==> config.mk <==
export PLATFORM = sky130hd
export DESIGN_NAME = bb_mem_ctrl_flat
export DESIGN_NICKNAME = d
export VERILOG_FILES = /design/src/rtl/bb_mem_ctrl_if.sv /design/src/rtl/bb_mem_ctrl.sv /design/src/flat_wrapper.sv
export SDC_FILE = /design/constraint.sdc
export NUM_CORES = 1
export LEC_CHECK = 0
export CORE_ASPECT_RATIO = 0.75
export CORE_MARGIN = 5
export CORE_UTILIZATION = 39
export CTS_CLUSTER_SIZE = 12
export DETAILED_ROUTE_END_ITERATION = 8
export GPL_TIMING_DRIVEN = 0
export MAX_ROUTING_LAYER = met4
export PLACE_DENSITY = 0.77
export SLEW_MARGIN = 5
export SYNTH_ARGS = -nofsm -noshare
export SYNTH_HDL_FRONTEND = slang
export SYNTH_SLANG_ARGS = --single-unit
==> constraint.sdc <==
create_clock -name clk -period 1.55 [get_ports clk]
set_input_delay 0.155 -clock clk [delete_from_list [all_inputs] [get_ports clk]]
set_output_delay 0.155 -clock clk [all_outputs]
set_load 0.03 [all_outputs]
==> src/rtl/bb_mem_ctrl_if.sv <==
// bb_mem_ctrl_if: req/ack memory bus between the controller and external memory.
interface bb_mem_ctrl_if #(parameter int DATA_WIDTH = 16);
  logic req;
  logic we;
  logic ifetch;
  logic ack;
  logic [DATA_WIDTH-1:0] addr;
  logic [DATA_WIDTH-1:0] wdata;
  logic [DATA_WIDTH-1:0] rdata;
  modport master(output req, we, ifetch, addr, wdata, input ack, rdata);
  modport slave(input req, we, ifetch, addr, wdata, output ack, rdata);
endinterface

==> src/rtl/bb_mem_ctrl.sv <==
// bb_mem_ctrl: core-to-bus memory controller with posted writes, blocking reads and a watchdog.
module bb_mem_ctrl #(
  parameter int DATA_WIDTH = 16,
  parameter int TIMEOUT = 64,
  parameter int CNT_WIDTH = 7
) (
  input  logic                  clk,
  input  logic                  rst,
  input  logic [1:0]            action,
  input  logic [DATA_WIDTH-1:0] addr,
  input  logic [DATA_WIDTH-1:0] wdata,
  output logic [DATA_WIDTH-1:0] rdata,
  output logic                  rvalid,
  output logic                  busy,
  output logic                  err,
  bb_mem_ctrl_if.master         mem
);
  typedef enum logic [1:0] {IDLE, RD_WAIT, WR_WAIT, RD_DONE} state_t;
  localparam logic [1:0] NOP = 2'b00, WRITE = 2'b10, FETCH = 2'b11;
  localparam logic [CNT_WIDTH-1:0] WD_LAST = CNT_WIDTH'(TIMEOUT - 1);
  localparam logic [CNT_WIDTH-1:0] WD_MAX = '1;
  state_t state, nxt;
  logic [CNT_WIDTH-1:0] wd;
  logic [DATA_WIDTH-1:0] rdata_q, addr_q, wdata_q;
  logic we_q, ifetch_q, waiting, done, abort, accept;
  assign mem.req = waiting;
  assign mem.we = we_q;
  assign mem.ifetch = ifetch_q;
  assign mem.addr = addr_q;
  assign mem.wdata = wdata_q;
  always_comb begin
    waiting = state == RD_WAIT || state == WR_WAIT;
    done = waiting && mem.ack;
    abort = waiting && !mem.ack && wd == WD_LAST;
    accept = state == IDLE && action != NOP;
    nxt = state == IDLE ? (action[0] ? RD_WAIT : action[1] ? WR_WAIT : IDLE)
        : state == RD_WAIT ? (done || abort ? RD_DONE : RD_WAIT)
        : state == WR_WAIT ? (done || abort ? IDLE : WR_WAIT)
        : IDLE;
    // a write is posted, so the core is only stalled by a second request behind it
    busy = !rst && (state == IDLE ? action[0] : state == RD_WAIT ? 1'b1 : state == WR_WAIT ? action != NOP : 1'b0);
    rvalid = state == RD_DONE;
    rdata = rvalid ? rdata_q : '0;
  end
  always_ff @(posedge clk or posedge rst)
    if (rst) state <= IDLE;
    else state <= nxt;
  always_ff @(posedge clk or posedge rst) begin
    if (rst) begin
      wd <= '0;
      rdata_q <= '0;
      addr_q <= '0;
      wdata_q <= '0;
      we_q <= 1'b0;
      ifetch_q <= 1'b0;
      err <= 1'b0;
    end else begin
      if (accept) begin
        addr_q <= addr;
        we_q <= action == WRITE;
        ifetch_q <= action == FETCH;
        if (action == WRITE) wdata_q <= wdata;
      end
      wd <= waiting && !mem.ack ? (wd == WD_MAX ? wd : wd + 1'b1) : '0;
      if (state == RD_WAIT && (done || abort)) rdata_q <= done ? mem.rdata : '1;
      if (abort) err <= 1'b1;
    end
  end
endmodule

==> src/flat_wrapper.sv <==
// flat-port wrapper written by rule: the top's interface ports become plain ports
module bb_mem_ctrl_flat 
#(
  parameter int DATA_WIDTH = 16,
  parameter int TIMEOUT = 64,
  parameter int CNT_WIDTH = 7
)
  (clk, rst, action, addr, wdata, rdata, rvalid, busy, err, mem_req, mem_we, mem_ifetch, mem_addr, mem_wdata, mem_ack, mem_rdata);
  bb_mem_ctrl_if #(.DATA_WIDTH(DATA_WIDTH)) mem_i ();
  input  logic clk;
  input  logic rst;
  input  logic [1:0] action;
  input  logic [DATA_WIDTH-1:0] addr;
  input  logic [DATA_WIDTH-1:0] wdata;
  output logic [DATA_WIDTH-1:0] rdata;
  output logic rvalid;
  output logic busy;
  output logic err;
  output wire logic [$bits(mem_i.req)-1:0] mem_req;
  output wire logic [$bits(mem_i.we)-1:0] mem_we;
  output wire logic [$bits(mem_i.ifetch)-1:0] mem_ifetch;
  output wire logic [$bits(mem_i.addr)-1:0] mem_addr;
  output wire logic [$bits(mem_i.wdata)-1:0] mem_wdata;
  input wire logic [$bits(mem_i.ack)-1:0] mem_ack;
  input wire logic [$bits(mem_i.rdata)-1:0] mem_rdata;
  assign mem_req = mem_i.req;
  assign mem_we = mem_i.we;
  assign mem_ifetch = mem_i.ifetch;
  assign mem_addr = mem_i.addr;
  assign mem_wdata = mem_i.wdata;
  assign mem_i.ack = mem_ack;
  assign mem_i.rdata = mem_rdata;
  bb_mem_ctrl #(.DATA_WIDTH(DATA_WIDTH), .TIMEOUT(TIMEOUT), .CNT_WIDTH(CNT_WIDTH)) u_core (.clk(clk), .rst(rst), .action(action), .addr(addr), .wdata(wdata), .rdata(rdata), .rvalid(rvalid), .busy(busy), .err(err), .mem(mem_i));
endmodule
==> impl_metrics.tcl, run 1 <==
set metrics [dict create \
    outcome "finished with violations" \
    failed_checks "setup timing" \
    critPathArrivalTime_ns 1.59 \
    min_period_ns 1.75 \
    final_nets 394 \
    worstMarginPinSlew_ns 0.562 \
    powerDensity_nw_per_um2 2040 \
    path_class "flip-flop to output port" \
    endpoint_kind "output port" \
    placed_cells 379 \
    num_vias 2099 \
    worst-path-stages 5 \
    grt_usage_pct 16.1 \
    synth.net_count 250 \
    cp_slowest_cell "dfrtp_2" \
    maxSlewViolCount 0 \
    path_buf_inv 3 \
    fmax_ghz 0.573 \
    power_leakage_nw 2.12 \
    power_mw 9.02 \
    antenna_found_initial 0 \
    ys_ff_latch 60 \
    rsz0062_at_grt "yes" \
    cts_root_buffer "clkbuf_8" \
    setup_ws_ns -0.196 \
    crit_fanout 4 \
    synth-async-reset-ratio_pct 100 \
    synthTopCellsByArea "dfrtp_1 (58%), mux2_2 (14%), and2_1 (3.8%)" \
    seq_area_frac_synth_pct 57.6 \
    die_h_um 80.8 \
    clock_sinks 60 \
    initial_core_util_pct 40.6 \
    die_area_um2 8430 \
    min_path_type "primary input to async pin" \
    fin_util_pct 69.0 \
    dieWidth_um 104 \
    max_slew_margin_pct 62.4 \
    grt_overflow 0 \
    fillers 457 \
    multi_input_area_um2 1120 \
    yosysTopAreaCell "dfrtp_1" \
    seq_area_um2 1510 \
    path_cells "buf_4, ha_4, dlymetal6s2s_1, and2_1, buf_2" \
    htreeDepth 3 \
    wl_um 6920 \
    grt_max_degree 61 \
    fin_cells 421 \
    crit_family "buffers and inverters" \
    setup_viol 48 \
    dp_slack_ns -0.477 \
    fin_crit_sh_pct 113 \
    drc 0 \
    viasPerCell 4.99 \
    area_growth_pct 69.9 \
    cts_made_buffers 9 \
    rows 25 \
    worstRegToRegCells 7 \
    grt_pass1_wl_um 10400 \
    hold_viol 0 \
    critPathLaunchType "flip-flop" \
    syn_avg_cell_area_um2 13.6 \
    clk_path_buf_depth 2 \
    cts_tree "yes" \
    max_cap_viol_count 0 \
    postSynthCellCount 192 \
    place_hpwl_um 4530 \
    io_pins 107 \
    clock_latency_ns 0.34 \
    synth_common_cells "dfrtp_1 (60), mux2_2 (32), and2_1 (16)" \
    ir_worst_vdd_mv 0.911 \
    finClkSkew_ns 0.00969 \
    slowest_delay_ns 0.42 \
    drive_above_1_share_pct 41.5 \
    antenna_left 0 \
    drt_iter0_markers 105 \
    ys.flop_type "dfrtp_1" \
    io_buffers 106 \
    gp_congestion 0.755 \
    grt_pass1_vias 2142 \
    path_clk_slew_ns 0.07 \
    synth.distinct_cells 37 \
    drt-pass1-iter-count 4 \
    synth_top_area_share_pct 57.6 \
    syn-cell-area_um2 2600 \
    synth.most_common_cell "dfrtp_1" \
    ys_warn_count 0 \
    wire_per_inst_um 16.4 \
    holdBufCountCts 0 \
    worstPathRequired_ns 1.39 \
    antennaDiodeCount 0 \
    core_area_um2 6410 \
    synth_edf_count 0 \
]
cells in the final DEF, fill, tap and decap left out, types with 4 or more instances in the layout:
| cell | count |
|---|---|
| a31oi_1 | 4 |
| buf_4 | 21 |
| and2_4 | 9 |
| nand2_1 | 5 |
| o22a_1 | 6 |
| o22a_2 | 10 |
| mux2_2 | 31 |
| dlymetal6s2s_1 | 26 |
| buf_6 | 18 |
| clkdlybuf4s50_1 | 59 |
| dfrtp_1 | 57 |
| a21oi_1 | 4 |
| clkbuf_8 | 11 |
| ha_4 | 4 |
| and2_1 | 7 |
| buf_2 | 8 |
| inv_1 | 4 |
report_power, final:
group | total [mW] | switching [mW] | internal [mW] | leakage, nW
sequential | 2.60 | 0.352 | 2.25 | 0.700
clock | 1.42 | 0.599 | 0.818 | 0.105
combinational | 4.99 | 2.49 | 2.50 | 1.32
total | 9.02 | 3.44 | 5.57 | 2.12
repair_timing:
action                     CTS  global route
resized for setup          141            46
setup endpoints to repair   47            78
cloned                       1             2
pin swaps                    5            20
setup buffers                9            14
final cells by class:
class	count	share of cell area [%]
Sequential cell	60	34.0
Timing Repair Buffer	133	31.1
Multi-Input combinational cell	115	25.3
Clock buffer	11	3.42
Tap cell	81	2.29
Buffer	9	2.01
Clock inverter	4	1.10
Inverter	8	0.763
path summary, 6_finish.rpt:
kind | start | to | slack (ns)
worst max-delay path | u_core.state[0] | rdata[4] | -0.20
worst min-delay path | rst | u_core.mem.addr[8] | 0.28
worst max register to register | u_core.state[1] | u_core.mem.addr[1] | -0.19
worst min register to register | u_core.mem.ifetch | u_core.mem.ifetch | 0.46
max in group asynchronous | rst | u_core.wd[0] | 0.69
min in group clk | addr[13] | u_core.mem.addr[13] | 0.42
per-stage QoR:
| stage | hold slack [ns] | instance area, um^2 | TNS (ns) |
|---|---|---|---|
| after floorplan | 0.241 | 2630 | 0 |
| after global placement | 0.457 | 3790 | -17.64 |
| after detailed placement | 0.468 | 3790 | -17.00 |
| after CTS | 0.412 | 4150 | -4.78 |
| after global routing | 0.309 | 4430 | -8.83 |
| final | 0.281 | 4430 | -5.25 |
flip-flops by register name (all words and copies together), names as in the netlist:
| signal | cells |
|---|---|
| u_core.mem.wdata | 16 |
| u_core.mem.ifetch | 1 |
| u_core.mem.addr | 16 |
| u_core.err | 1 |
| u_core.rdata_q | 16 |
| u_core.state | 2 |
| u_core.wd | 7 |
| u_core.mem.we | 1 |
metal layers:
metal	vias up	GRT usage [%]	wire length, um
met5	-	-	0
met4	0	5.05	77
met3	12	5.80	444
met2	78	25.0	3370
met1	1013	19.8	3030
li1	996	-	-
cells by family after synthesis:
group | synth area share [%]
mux | 13.8
compound gates | 12.7
buf+inv | 3.51
fa+ha+maj | 2.40
flops | 57.6
simple gates | 9.94
Note: power is estimated with default switching activity, not from simulation.
==> run 2, diff against run 1 <==
--- a/config.mk
+++ b/config.mk
@@ -7,12 +7,11 @@
 export LEC_CHECK = 0
 export CORE_ASPECT_RATIO = 0.75
 export CORE_MARGIN = 5
-export CORE_UTILIZATION = 39
+export CORE_UTILIZATION = 30
 export CTS_CLUSTER_SIZE = 12
 export DETAILED_ROUTE_END_ITERATION = 8
 export GPL_TIMING_DRIVEN = 0
 export MAX_ROUTING_LAYER = met4
-export PLACE_DENSITY = 0.77
 export SLEW_MARGIN = 5
 export SYNTH_ARGS = -nofsm -noshare
 export SYNTH_HDL_FRONTEND = slang
==> impl_metrics.tcl, run 2 (same netlist as run 1, synthesis figures left out) <==
set metrics [dict create \
    outcome "finished with violations" \
    failed_checks "setup timing" \
    cts_root_buffer "clkbuf_16" \
    path_class "flip-flop to output port" \
    grt_pass1_vias 2112 \
    gp_congestion 0.784 \
    maxSlewViolCount 0 \
    finClkSkew_ns 0.00773 \
    wire_per_inst_um 15.2 \
    min_path_type "primary input to async pin" \
    min_period_ns 1.74 \
    fin_util_pct 53.9 \
    power.switching_mw 3.50 \
    clock_sinks 60 \
    fin_crit_sh_pct 112 \
    hold_ws_ns 0.331 \
    powerDensity_nw_per_um2 2120 \
    grt-busiest-layer "met2" \
    die_area_um2 10700 \
    power_leakage_nw 1.99 \
    cts_made_buffers 9 \
    antenna_found_initial 0 \
    io_pins 107 \
    grt_overflow 0 \
    antenna_left 0 \
    use_met1_pct 17.1 \
    worstMarginPinSlew_ns 0.692 \
    htreeDepth 3 \
    hold_viol 0 \
    drc 0 \
    wl_um 6700 \
    endpoint_kind "output port" \
    setup_viol 27 \
    viasPerCell 4.69 \
    pwr-share-comb_pct 52.9 \
    area_growth_pct 75.1 \
    antennaDiodeCount 0 \
    use_met3_pct 5.76 \
    dieWidth_um 118 \
    rows 29 \
    rsz0062_at_grt "yes" \
    io_buffers 106 \
    max_slew_margin_pct 53.8 \
    dp_slack_ns -0.511 \
    drive_above_1_share_pct 43.1 \
    critPathArrivalTime_ns 1.58 \
    slowest_delay_ns 0.40 \
    num_vias 2073 \
    power.share.clock_pct 20.0 \
    cp_slowest_cell "dfrtp_1" \
    final_nets 389 \
    clock_latency_ns 0.32 \
    swShare_pct 36.2 \
    crit_fanout 5 \
    critPathLaunchType "flip-flop" \
    die_h_um 90.7 \
    placed_cells 407 \
    drt_iter0_markers 93 \
    p_int_mw 6.16 \
    clk_path_buf_depth 2 \
    max_cap_viol_count 0 \
    power_mw 9.67 \
    initial_core_util_pct 30.8 \
    final_cell_mix "clkdlybuf4s50_1 (79), dfrtp_1 (57), mux2_2 (30)" \
    holdBufCountCts 0 \
    grt_pass1_wl_um 11000 \
    fmax_ghz 0.575 \
    core_area_um2 8450 \
    grt_max_degree 32 \
    fin_cells 442 \
    path_cells "inv_2, ha_4, buf_6, o22ai_2, a221oi_2, buf_4" \
    cts_tree "yes" \
    drt-pass1-iter-count 4 \
    grt_usage_pct 13.1 \
    path_clk_slew_ns 0.05 \
    final_common_cell "clkdlybuf4s50_1" \
    worstPathRequired_ns 1.39 \
    met2_usage_pct 18.4 \
    p_seq_share_pct 27.1 \
    ir_worst_vdd_mv 1.07 \
    place_hpwl_um 4600 \
    setup_ws_ns -0.190 \
]
## run 2: metrics by stage
step | TNS (ns) | instance area (um^2)
after floorplan | 0 | 2630
after detailed placement | -12.52 | 3840
after global placement | -21.68 | 3820
after global routing | -3.43 | 4560
after CTS | -2.98 | 4380
final | -1.41 | 4560
## run 2: final timing paths
check,start,end,slack (ns),depth (start not counted)
setup reg to reg,u_core.state[1],u_core.mem.addr[2],-0.04,6
min in group clk,wdata[11],u_core.mem.wdata[11],0.44,2
max in group asynchronous,rst,u_core.state[0],0.64,3
hold reg to reg,u_core.mem.ifetch,u_core.mem.ifetch,0.46,2
setup / recovery,u_core.state[1],busy,-0.19,6
hold / removal,rst,u_core.mem.wdata[3],0.33,2
## run 2: power by group through the flow
stage	clock [mW]	combinational, mW	sequential, mW
6_report	1.93	5.11	2.62
5_1_grt	2.06	5.44	2.71
4_1_cts	1.98	4.89	2.62
3_5_place_dp	0	4.35	2.62
3_3_place_gp	0	4.32	2.59
2_1_floorplan	0	1.79	3.49
## run 2: worst max-delay path, delay by kind of cell, from the launching register on
family	cells	cell delay (ns)
DFF	1	0.40
buffers and inverters	3	0.42
adders and majority gates	1	0.14
AOI/OAI and AO/OA	2	0.30
## run 2: metal layers
layer  part of all wire [%]  vias up
met4                   0.94        0
met1                     48     1021
li1                       -      981
met2                     44       66
met3                    7.0        5
met5                      0        -
## run 2: timing repair
item,CTS,global route
cloned,3,1
setup buffers,11,8
endpoints found under the setup margin,45,68
pin swaps,21,6
resized for setup,156,40
## run 2: final cells by class
cell class / instances / area [um^2]
plain buffers: 9 / 103
clock buffers: 10 / 239
clock inverters: 4 / 51.3
fillers: 761 / 3890
inverters: 8 / 33.8
multi-input cells: 115 / 1150
flip-flops and latches: 60 / 1510
well taps: 108 / 135
repair buffers: 128 / 1340
